### src/rtl/muldiv_ctrl_pkg.sv
// Shared types for the EX-stage multiply/divide sequencer: op encodings,
// FSM states, result word type and the divider iteration count.
package muldiv_ctrl_pkg;

  typedef enum logic [1:0] {
    MD_MULT  = 2'd0,
    MD_MULTU = 2'd1,
    MD_DIV   = 2'd2,
    MD_DIVU  = 2'd3
  } md_op_t;

  typedef enum logic [1:0] {
    ST_IDLE = 2'd0,
    ST_MUL  = 2'd1,
    ST_DIV  = 2'd2,
    ST_DONE = 2'd3
  } md_state_t;

  typedef logic [63:0] doubleword_t;

  localparam int MD_DIV_CYCLES = 32;

  // Signed ops take operand magnitudes and fix the result sign afterwards.
  function automatic logic is_signed_md(md_op_t op);
    return (op == MD_MULT) || (op == MD_DIV);
  endfunction

  function automatic logic is_mul_md(md_op_t op);
    return (op == MD_MULT) || (op == MD_MULTU);
  endfunction

endpackage

### src/rtl/muldiv_ctrl_if.sv
// EX <-> multiply/divide sequencer handshake: request, operands, pipeline
// control and the {hi,lo} result.
interface muldiv_ctrl_if;
  import muldiv_ctrl_pkg::*;

  logic        start;
  md_op_t      op;
  logic [31:0] opa;
  logic [31:0] opb;
  logic        flush;
  logic        hold;
  logic        busy;
  logic        done;
  logic [31:0] hi;
  logic [31:0] lo;

  modport master (
    output start, op, opa, opb, flush, hold,
    input  busy, done, hi, lo
  );

  modport slave (
    input  start, op, opa, opb, flush, hold,
    output busy, done, hi, lo
  );

endinterface

### src/rtl/muldiv_ctrl_div_iter.sv
// Restoring radix-2 unsigned divider: init loads the operands, each step
// shifts one dividend bit into the partial remainder and trial-subtracts.
module muldiv_ctrl_div_iter (
  input  logic        clk,
  input  logic        init_i,
  input  logic        step_i,
  input  logic [31:0] dividend_i,
  input  logic [31:0] divisor_i,
  output logic [31:0] quot_o,
  output logic [31:0] rem_o
);

  logic [31:0] rem_q;
  logic [31:0] quot_q;
  logic [31:0] dvs_q;
  logic [32:0] rem_sh;
  logic [32:0] diff;
  logic [31:0] rem_nx;
  logic [31:0] quot_nx;

  // One shift-subtract iteration; a borrow in bit 32 means the divisor did not fit.
  always_comb begin
    rem_sh  = {rem_q, quot_q[31]};
    diff    = rem_sh - {1'b0, dvs_q};
    rem_nx  = rem_sh[31:0];
    quot_nx = {quot_q[30:0], 1'b0};
    if (!diff[32]) begin
      rem_nx  = diff[31:0];
      quot_nx = {quot_q[30:0], 1'b1};
    end
  end

  // Remainder/quotient registers; dividend bits shift out of quot_q as quotient bits shift in.
  always_ff @(posedge clk) begin
    if (init_i) begin
      rem_q  <= '0;
      quot_q <= dividend_i;
      dvs_q  <= divisor_i;
    end else if (step_i) begin
      rem_q  <= rem_nx;
      quot_q <= quot_nx;
    end
  end

  assign quot_o = quot_q;
  assign rem_o  = rem_q;

endmodule

### src/rtl/muldiv_ctrl.sv
// EX-stage multi-cycle multiply/divide sequencer. Owns the FSM, iteration
// counter, sign handling, the multiplier pipe and the hi/lo result registers.
module muldiv_ctrl
  import muldiv_ctrl_pkg::*;
#(
  parameter int MUL_LAT = 2
) (
  input  logic          clk,
  input  logic          rst,
  muldiv_ctrl_if.slave  md
);

  localparam logic [4:0] MUL_LAST = 5'(MUL_LAT - 1);
  localparam logic [4:0] DIV_LAST = 5'(MD_DIV_CYCLES - 1);

  md_state_t   state_q, state_d;
  logic [4:0]  cnt_q, cnt_d;
  logic        fix_q, fix_d;
  logic        accept;
  logic        ld_mul, ld_div, ld_dz;
  logic        div_step;
  logic        sgn_c;
  logic [31:0] a_mag_c, b_mag_c;
  logic [31:0] a_mag_q, b_mag_q;
  logic        neg_res_q, neg_rem_q;
  logic [31:0] hi_q, lo_q;
  logic [31:0] quot, rem;
  doubleword_t mul_mag_c;
  doubleword_t mul_out;
  doubleword_t mul_res;

  function automatic logic [31:0] cond_neg32(logic [31:0] v, logic en);
    return en ? (~v + 32'd1) : v;
  endfunction

  function automatic doubleword_t cond_neg64(doubleword_t v, logic en);
    return en ? (~v + 64'd1) : v;
  endfunction

  assign accept  = (state_q == ST_IDLE) && md.start && !md.flush;
  assign sgn_c   = is_signed_md(md.op);
  assign a_mag_c = cond_neg32(md.opa, sgn_c && md.opa[31]);
  assign b_mag_c = cond_neg32(md.opb, sgn_c && md.opb[31]);

  // Operand magnitudes and result-sign flags captured at acceptance.
  always_ff @(posedge clk) begin
    if (accept) begin
      a_mag_q   <= a_mag_c;
      b_mag_q   <= b_mag_c;
      neg_res_q <= sgn_c && (md.opa[31] ^ md.opb[31]);
      neg_rem_q <= sgn_c && md.opa[31];
    end
  end

  // ---- multiplier: unsigned 64-bit product of magnitudes, MUL_LAT stages to hi/lo ----
  assign mul_mag_c = 64'(a_mag_q) * 64'(b_mag_q);

  if (MUL_LAT == 1) begin : g_mul_comb
    assign mul_out = mul_mag_c;
  end else begin : g_mul_pipe
    doubleword_t mul_p_q [MUL_LAT-1];
    // Free-running product pipe; operands stay stable for the whole MUL state.
    always_ff @(posedge clk) begin
      mul_p_q[0] <= mul_mag_c;
      for (int k = 1; k < MUL_LAT - 1; k++) mul_p_q[k] <= mul_p_q[k-1];
    end
    assign mul_out = mul_p_q[MUL_LAT-2];
  end

  assign mul_res = cond_neg64(mul_out, neg_res_q);

  // ---- divider: initialised on acceptance, one step per DIV cycle until the fixup cycle ----
  muldiv_ctrl_div_iter u_div (
    .clk        (clk),
    .init_i     (accept && !is_mul_md(md.op)),
    .step_i     (div_step),
    .dividend_i (a_mag_c),
    .divisor_i  (b_mag_c),
    .quot_o     (quot),
    .rem_o      (rem)
  );

  // FSM state, iteration counter and divide-fixup flag.
  always_ff @(posedge clk) begin
    if (rst) begin
      state_q <= ST_IDLE;
      cnt_q   <= '0;
      fix_q   <= 1'b0;
    end else begin
      state_q <= state_d;
      cnt_q   <= cnt_d;
      fix_q   <= fix_d;
    end
  end

  // Next state, counter and result-load strobes; flush overrides everything.
  always_comb begin
    state_d  = state_q;
    cnt_d    = cnt_q;
    fix_d    = fix_q;
    ld_mul   = 1'b0;
    ld_div   = 1'b0;
    ld_dz    = 1'b0;
    div_step = 1'b0;
    if (md.flush) begin
      state_d = ST_IDLE;
      cnt_d   = '0;
      fix_d   = 1'b0;
    end else begin
      unique case (state_q)
        ST_IDLE: begin
          if (md.start) begin
            cnt_d = '0;
            fix_d = 1'b0;
            if (is_mul_md(md.op)) begin
              state_d = ST_MUL;
            end else if (md.opb == 32'd0) begin
              state_d = ST_DONE;
              ld_dz   = 1'b1;
            end else begin
              state_d = ST_DIV;
            end
          end
        end
        ST_MUL: begin
          if (cnt_q == MUL_LAST) begin
            state_d = ST_DONE;
            ld_mul  = 1'b1;
            cnt_d   = '0;
          end else begin
            cnt_d = cnt_q + 5'd1;
          end
        end
        ST_DIV: begin
          if (fix_q) begin
            state_d = ST_DONE;
            ld_div  = 1'b1;
            fix_d   = 1'b0;
            cnt_d   = '0;
          end else begin
            div_step = 1'b1;
            if (cnt_q == DIV_LAST) fix_d = 1'b1;
            else                   cnt_d = cnt_q + 5'd1;
          end
        end
        ST_DONE: begin
          if (!md.hold) state_d = ST_IDLE;
        end
        default: state_d = ST_IDLE;
      endcase
    end
  end

  // hi/lo registers: written only when entering DONE with a completed result.
  always_ff @(posedge clk) begin
    if (rst) begin
      hi_q <= '0;
      lo_q <= '0;
    end else if (ld_dz) begin
      hi_q <= md.opa;
      lo_q <= 32'hFFFF_FFFF;
    end else if (ld_mul) begin
      hi_q <= mul_res[63:32];
      lo_q <= mul_res[31:0];
    end else if (ld_div) begin
      hi_q <= cond_neg32(rem, neg_rem_q);
      lo_q <= cond_neg32(quot, neg_res_q);
    end
  end

  assign md.busy = !md.flush && (((state_q == ST_IDLE) && md.start) ||
                                 (state_q == ST_MUL) || (state_q == ST_DIV));
  assign md.done = (state_q == ST_DONE);
  assign md.hi   = hi_q;
  assign md.lo   = lo_q;

endmodule
### src/flat_wrapper.sv
// flat-port wrapper written by rule: the top's interface ports become plain ports
module muldiv_ctrl_flat import muldiv_ctrl_pkg::*;
#(
  parameter int MUL_LAT = 2
)
  (clk, rst, md_start, md_op, md_opa, md_opb, md_flush, md_hold, md_busy, md_done, md_hi, md_lo);
  muldiv_ctrl_if md_i ();
  input  logic clk;
  input  logic rst;
  input wire logic [$bits(md_i.start)-1:0] md_start;
  input wire logic [$bits(md_i.op)-1:0] md_op;
  input wire logic [$bits(md_i.opa)-1:0] md_opa;
  input wire logic [$bits(md_i.opb)-1:0] md_opb;
  input wire logic [$bits(md_i.flush)-1:0] md_flush;
  input wire logic [$bits(md_i.hold)-1:0] md_hold;
  output wire logic [$bits(md_i.busy)-1:0] md_busy;
  output wire logic [$bits(md_i.done)-1:0] md_done;
  output wire logic [$bits(md_i.hi)-1:0] md_hi;
  output wire logic [$bits(md_i.lo)-1:0] md_lo;
  assign md_i.start = md_start;
  assign md_i.op = md_op;
  assign md_i.opa = md_opa;
  assign md_i.opb = md_opb;
  assign md_i.flush = md_flush;
  assign md_i.hold = md_hold;
  assign md_busy = md_i.busy;
  assign md_done = md_i.done;
  assign md_hi = md_i.hi;
  assign md_lo = md_i.lo;
  muldiv_ctrl #(.MUL_LAT(MUL_LAT)) u_core (.clk(clk), .rst(rst), .md(md_i));
endmodule
### config.mk
export PLATFORM = sky130hd
export DESIGN_NAME = muldiv_ctrl_flat
export DESIGN_NICKNAME = d
export VERILOG_FILES = /design/src/rtl/muldiv_ctrl_pkg.sv /design/src/rtl/muldiv_ctrl_if.sv /design/src/rtl/muldiv_ctrl_div_iter.sv /design/src/rtl/muldiv_ctrl.sv /design/src/flat_wrapper.sv
export SDC_FILE = /design/constraint.sdc
export NUM_CORES = 2
export LEC_CHECK = 0
export CELL_PAD_IN_SITES_DETAIL_PLACEMENT = 1
export CELL_PAD_IN_SITES_GLOBAL_PLACEMENT = 2
export CORE_AREA = 2 2 348 350
export DETAILED_ROUTE_END_ITERATION = 12
export DIE_AREA = 0 0 350 352
export PLACE_DENSITY = 0.93
export SLEW_MARGIN = 20
export SYNTH_ARGS = -nofsm -noshare
export SYNTH_HDL_FRONTEND = slang
export SYNTH_HIERARCHICAL = 1
export SYNTH_SLANG_ARGS = --single-unit
export TNS_END_PERCENT = 20
### constraint.sdc
create_clock -name clk -period 8.05 [get_ports clk]
set_input_delay 1.2075 -clock clk [delete_from_list [all_inputs] [get_ports clk]]
set_output_delay 1.2075 -clock clk [all_outputs]
set_load 0.02 [all_outputs]
# Yosys cells after proc, flatten, opt, wreduce, memory -nomap -nowiden
# Memory sizes are Yosys's and may differ from the RTL's.
# Index checks and enable logic that the tools add are counted.
[word_totals] memories=1 input_bits=71 regBits=234 ram_bits=64 word_cells=108 out_inout_bits=66
[op_classes] n_eq_ne=12 multipliers=1 n_bitwise=6 mux=45 n_reduce_logical=24 n_addsub=7
[mem_list] name="u_core.g_mul_pipe.mul_p_q" words=1 word_bits=64 read_ports=1 rd_ports_with_merged_regs=0 write_ports=1 line_no="muldiv_ctrl.sv:61" source="doubleword_t mul_p_q [MUL_LAT-1];"
[ops] cell="$mux W32" n=13
[ops] cell="$add A32 B1 Y32 const B" n=4
[ops] cell="$not A32 Y32" n=4
[ops] cell="$add A64 B1 Y64 const B" n=1
[ops] cell="$mul A32 B32 Y64" n=1
[ops] cell="$mux W64" n=1
[ops] cell="$not A64 Y64" n=1
[ops] cell="$sub A33 B32 Y33" n=1
[ops] cell="$logic_not A32 Y1" n=1
[ops] cell="$mux W5" n=4
[ops] cell="$mux W1" n=19
[ops] cell="$pmux W5 S3" n=1
[ops] cell="$mux W2" n=5
[ops] cell="$pmux W2 S4" n=1
[ops] cell="$logic_and A1 B1 Y1" n=7
[ops] cell="$eq A2 B2 Y1 const B" n=3
[ops] cell="$reduce_bool A3 Y1" n=2
[ops] cell="$add A5 B1 Y5 const B" n=1
[ops] cell="$eq A5 B1 Y1 const B" n=1
[ops] cell="$eq A5 B5 Y1 const B" n=1
[ops] cell="$eq A2 B1 Y1 const B" n=2
[ops] cell="$logic_not A2 Y1" n=2
[ops] cell="$logic_or A1 B1 Y1" n=4
[ops] cell="$ne A2 B1 Y1 const B" n=2
[ops] cell="10 further kinds" n=13

# Depth between registers and ports, before layout
[depth] word_depth=7 mapped_depth=29

# Cells and area by module
# The synthesis kept the hierarchy.
[by_module_without_submodules] mod="muldiv_ctrl" area_each_um2=44259.9 seq_area_each_um2=4704.5 cells_each=4932 n_inst=1
[by_module_without_submodules] mod="muldiv_ctrl_div_iter" area_each_um2=5730.5 seq_area_each_um2=2562.5 cells_each=579 n_inst=1

# Worst setup path before layout
# No wires, ideal clock.
[synth_path] path_type="reg-to-reg" from="register u_core.a_mag_q[16]" to="memory u_core/g_mul_pipe.mul_p_q[0][50] in the netlist's numbering" synth_period_minus_slack_ps=7428 path_buffers=2 path_stages_with_launch=27 path_slack_ps=622 arrival_time_ps=7356 t_required_ps=7978 setup_time_ps=72 path_cell_list="edfxtp_1 > clkbuf_1 > nand2_1 > fa_1 > inv_1 > fa_1 > inv_1 > fa_1 > inv_1 > fa_1 > inv_1 > fa_1 > inv_1 > fa_1 > fa_1 > fa_1 > ha_1 > clkbuf_1 > o21ai_0 > o211ai_1 > a211oi_1 > nor2_1 > a2111oi_0 > nor3_1 > or4_1 > a21oi_1 > xnor2_1"
[synth_via] elab_chain_len=1
[synth_rtl] item="start, declared" line_no="muldiv_ctrl.sv:24" source="logic [31:0] a_mag_q, b_mag_q;"
[synth_rtl] item="start signal, assigned" line_no="muldiv_ctrl.sv:48" source="a_mag_q <= a_mag_c;"
[synth_rtl] item="$mul A32 B32 Y64" line_no="muldiv_ctrl.sv:56" source="assign mul_mag_c = 64'(a_mag_q) * 64'(b_mag_q);"
[synth_rtl] item="named net u_core.mul_mag_c[50]" line_no="muldiv_ctrl.sv:28" source="doubleword_t mul_mag_c;"
[synth_rtl] item="end, declared" line_no="muldiv_ctrl.sv:61"
# The timed path passes the listed nets, and every way through them passes these cells.

# Worst setup path after layout
[layout_path] from="register u_core.a_mag_q[12]" to="memory u_core/g_mul_pipe.mul_p_q[0][57] in the netlist's numbering"
# The elaborated chain is that of the path after synthesis.

==> key figures <==
Place
  – DP Area: 53730 µm²
  – HPWL after DPL: 131.6 mm
  – GP Congestion: 0.9356
  – Port-buffer cells: 136
  – Post-place setup slack: -0.1721 ns

Critical path
  – Worst Path Required: 8.50 ns
  – Delay-heaviest family, CP: adder cells
  – Slowest cell on the critical path: edfxtp_1
  – Reg2Reg Setup Slack: 0.15 ns
  – Worst R2R Start: u_core/a_mag_q[12]
  – CP max stage delay: 0.58 ns
  – CP Launch Type: register
  – Worst Setup End Kind: register
  – Cell repeated most along the worst path: fa_1
  – Critical Path Fanout Max: 17
  – Worst R2R Path Depth: 26
  – Buf+Inv Stages, Crit Path: 7
  – Worst setup path class: reg -> reg
  – WP data arrival: 8.35 ns
  – R2r endpoint: u_core/g_mul_pipe.mul_p_q[0][57]

STA
  – Max_slew headroom: 19.02%
  – Hold WS: 0.4824 ns
  – Fmax: 126.7 MHz
  – Worst slew pin tran: 1.211 ns
  – Final setup violation count: 0
  – Final setup TNS: 0 ns
  – RSZ-0062 raised after global routing: yes
  – Worst Slack Setup Final: 0.1544 ns
  – Worst clock skew: 0.03415 ns
  – Fin. Hold Viols: 0
  – Max Slew Vio Count: 0
  – Crit share post-route: 98.08%
  – Tmin final: 7.896 ns

Die
  – Row count: 127
  – Die H: 352 µm
  – Die ar.: 123200 µm²
  – I/O pin count: 137
  – Die Wd: 350 µm
  – Core area: 119300 µm²
  – Initial Util: 41.89%

Yosys
  – Post-Syn Instances: 5511
  – Main flop type after synthesis: dfxtp_1
  – Synthesis-stage register bit count: 298
  – Top cells by area in the synthesized netlist: fa_1, edfxtp_1, ha_1
  – Cell area after synthesis: 49990 µm²
  – Synth unique cells: 88
  – Syn nets: 6787
  – Seq/Total Area, Yosys: 14.54%
  – Synth Warn #: 6
  – Post-synth top area share: 35.92%
  – Avg Cell Area, Syn: 9.071 µm²
  – Synth async-reset ratio: 0%
  – EDFF count, synth: 130
  – Post-synth top area cell: fa_1

Drt
  – Via count: 39230
  – Wire per inst: 22.55 µm
  – Drt first pass iters: 5
  – Vias per std cell: 5.476
  – # DRC: 0
  – Iter 0 DRT Violations: 2347
  – WL final: 161.5 mm
  – ANT nets after route: 0

CTS
  – # H-tree levels: 2
  – Clk_lat worst skew: 0.58 ns
  – Total CTS buffers: 36
  – CTS Buffer Depth: 3
  – Root Driver: clkbuf_16
  – Clock Sinks: 298
  – CTS tree: yes
  – Clock-pin slew on the worst setup and hold paths: 0.06 ns

Global routing
  – Vias in the first global route: 44010
  – GR Overflow Total: 0
  – Largest net degree at the start of global routing: 70
  – Initial antenna violation count: 17
  – Gr usage total: 26.66%
  – First-pass GRT wire length: 256.1 mm

Outcome
  – Status: completed

Layout
  – Commonest cells after routing, fill and taps aside: inv_1, fa_1, nand2_1
  – Fill cells: 13660
  – Area Overhead vs Synth: 10.45%
  – Share of cells above drive strength 1: 5.521%
  – Most common cell after layout, fill and taps aside: inv_1
  – Post-route cell area: 55210 µm²
  – Area occupied by multi-input gates: 38170 µm²
  – Final Net Count: 6790
  – Storage cell area: 7267 µm²

Worst hold path
  – Hold Path Depth: 2
  – WHS Endpoint: u_core/md.hi[30]
  – Hold path startpoint: u_core/md.hi[30]
  – Hold crit path type: reg -> reg

Flow run
  – Max-cap violations: 0
## flip-flops by register name, indices dropped and copies added (netlist names), 5 cells and up
register and flops:
u_core/u_div/dvs_q 32, u_core/a_mag_q 32, u_core/cnt_q 5, u_core/g_mul_pipe.mul_p_q 64, u_core/u_div/rem_o 32, u_core/md.hi 32
u_core/md.lo 32, u_core/b_mag_q 32, u_core/u_div/quot_o 32
## synthesized netlist by cell type, drive strengths merged (7+ instances only)
cell type  instances
mux2i             11
inv              935
a31oi             27
o31ai             52
a22oi              7
nand3             56
nand2            667
nor2b             23
edfxtp           130
dfxtp            168
or3               47
a21o              39
o21bai            14
o21ai            162
nand2b            25
xor2             104
mux2              32
o41ai             19
buf               22
and3              18
and2             577
nor2             171
fa               897
clkbuf           297
a311oi            23
or2               13
nor4              23
o211ai            55
o21a               7
a211oi            41
a21oi            193
xnor2            146
nand4             28
ha               308
or4               30
nor3              57
## worst max path at each step
stage / endpoint / depth (start not counted) / start / slack [ns]
6_report: u_core/g_mul_pipe.mul_p_q[0][57] / 26 / u_core/a_mag_q[12] / 0.15
4_1_cts: u_core/g_mul_pipe.mul_p_q[0][63] / 23 / u_core/a_mag_q[16] / -0.03
2_1_floorplan: u_core/g_mul_pipe.mul_p_q[0][50] / 26 / u_core/a_mag_q[16] / 0.62
3_5_place_dp: u_core/g_mul_pipe.mul_p_q[0][50] / 25 / u_core/a_mag_q[15] / -0.17
5_1_grt: u_core/g_mul_pipe.mul_p_q[0][61] / 26 / u_core/a_mag_q[12] / -0.06
3_3_place_gp: u_core/g_mul_pipe.mul_p_q[0][63] / 26 / u_core/a_mag_q[13] / 0.07
## final cells by class
cell class                      count  area share [%]
Antenna cell                        9         0.04079
Clock buffer                       56           1.935
Clock inverter                     10          0.2085
Inverter                          935           6.359
Multi-Input combinational cell   3959           69.13
Sequential cell                   298           13.16
Tap cell                         1612           3.653
Timing Repair Buffer              284           5.509
## repair_timing
| item | 4_1_cts | 5_1_grt |
|---|---|---|
| gates resized for setup | 3 | 28 |
| endpoints found under the setup margin | 6 | 14 |
| pin swaps | 0 | 3 |
| buffers inserted | 2 | 11 |
| hold buffers | 0 | 0 |
## metrics by stage
stage,util (%),cells
global route,46.26,7161
global placement,45.02,7074
finish,46.27,7163
floorplan,-,5511
CTS,46.04,7142
detailed placement,45.02,7074
## logic make-up (layout without fill, tap and decap cells)
| kind of cell | Yosys count | after routing | synth area share [%] |
|---|---|---|---|
| simple gates | 1757 | 1757 | 17.77 |
| flops | 298 | 298 | 14.54 |
| fa+ha+maj | 1205 | 1205 | 43.63 |
| compound gates | 703 | 703 | 9.216 |
| other cells | 0 | 9 | 0 |
| mux | 44 | 44 | 0.9861 |
| xor+xnor | 250 | 250 | 4.395 |
| buf+inv | 1254 | 1285 | 9.468 |
## routing by layer
metal / wire length, µm / global-route usage [%]
met4: 5711 / 8.802
met2: 82340 / 46.77
met1: 66110 / 33.96
met3: 7353 / 3.132
met5: 27 / 0
## tightest hold or removal path: stages (launching register included)
cell and delay [ns]:
dfxtp_1 0.30, nand2_1 0.05, a311oi_1 0.07
Power is left out: the tool's default activity adds up to more than one toggle a clock period on the data nets, which glitch-free logic cannot reach.
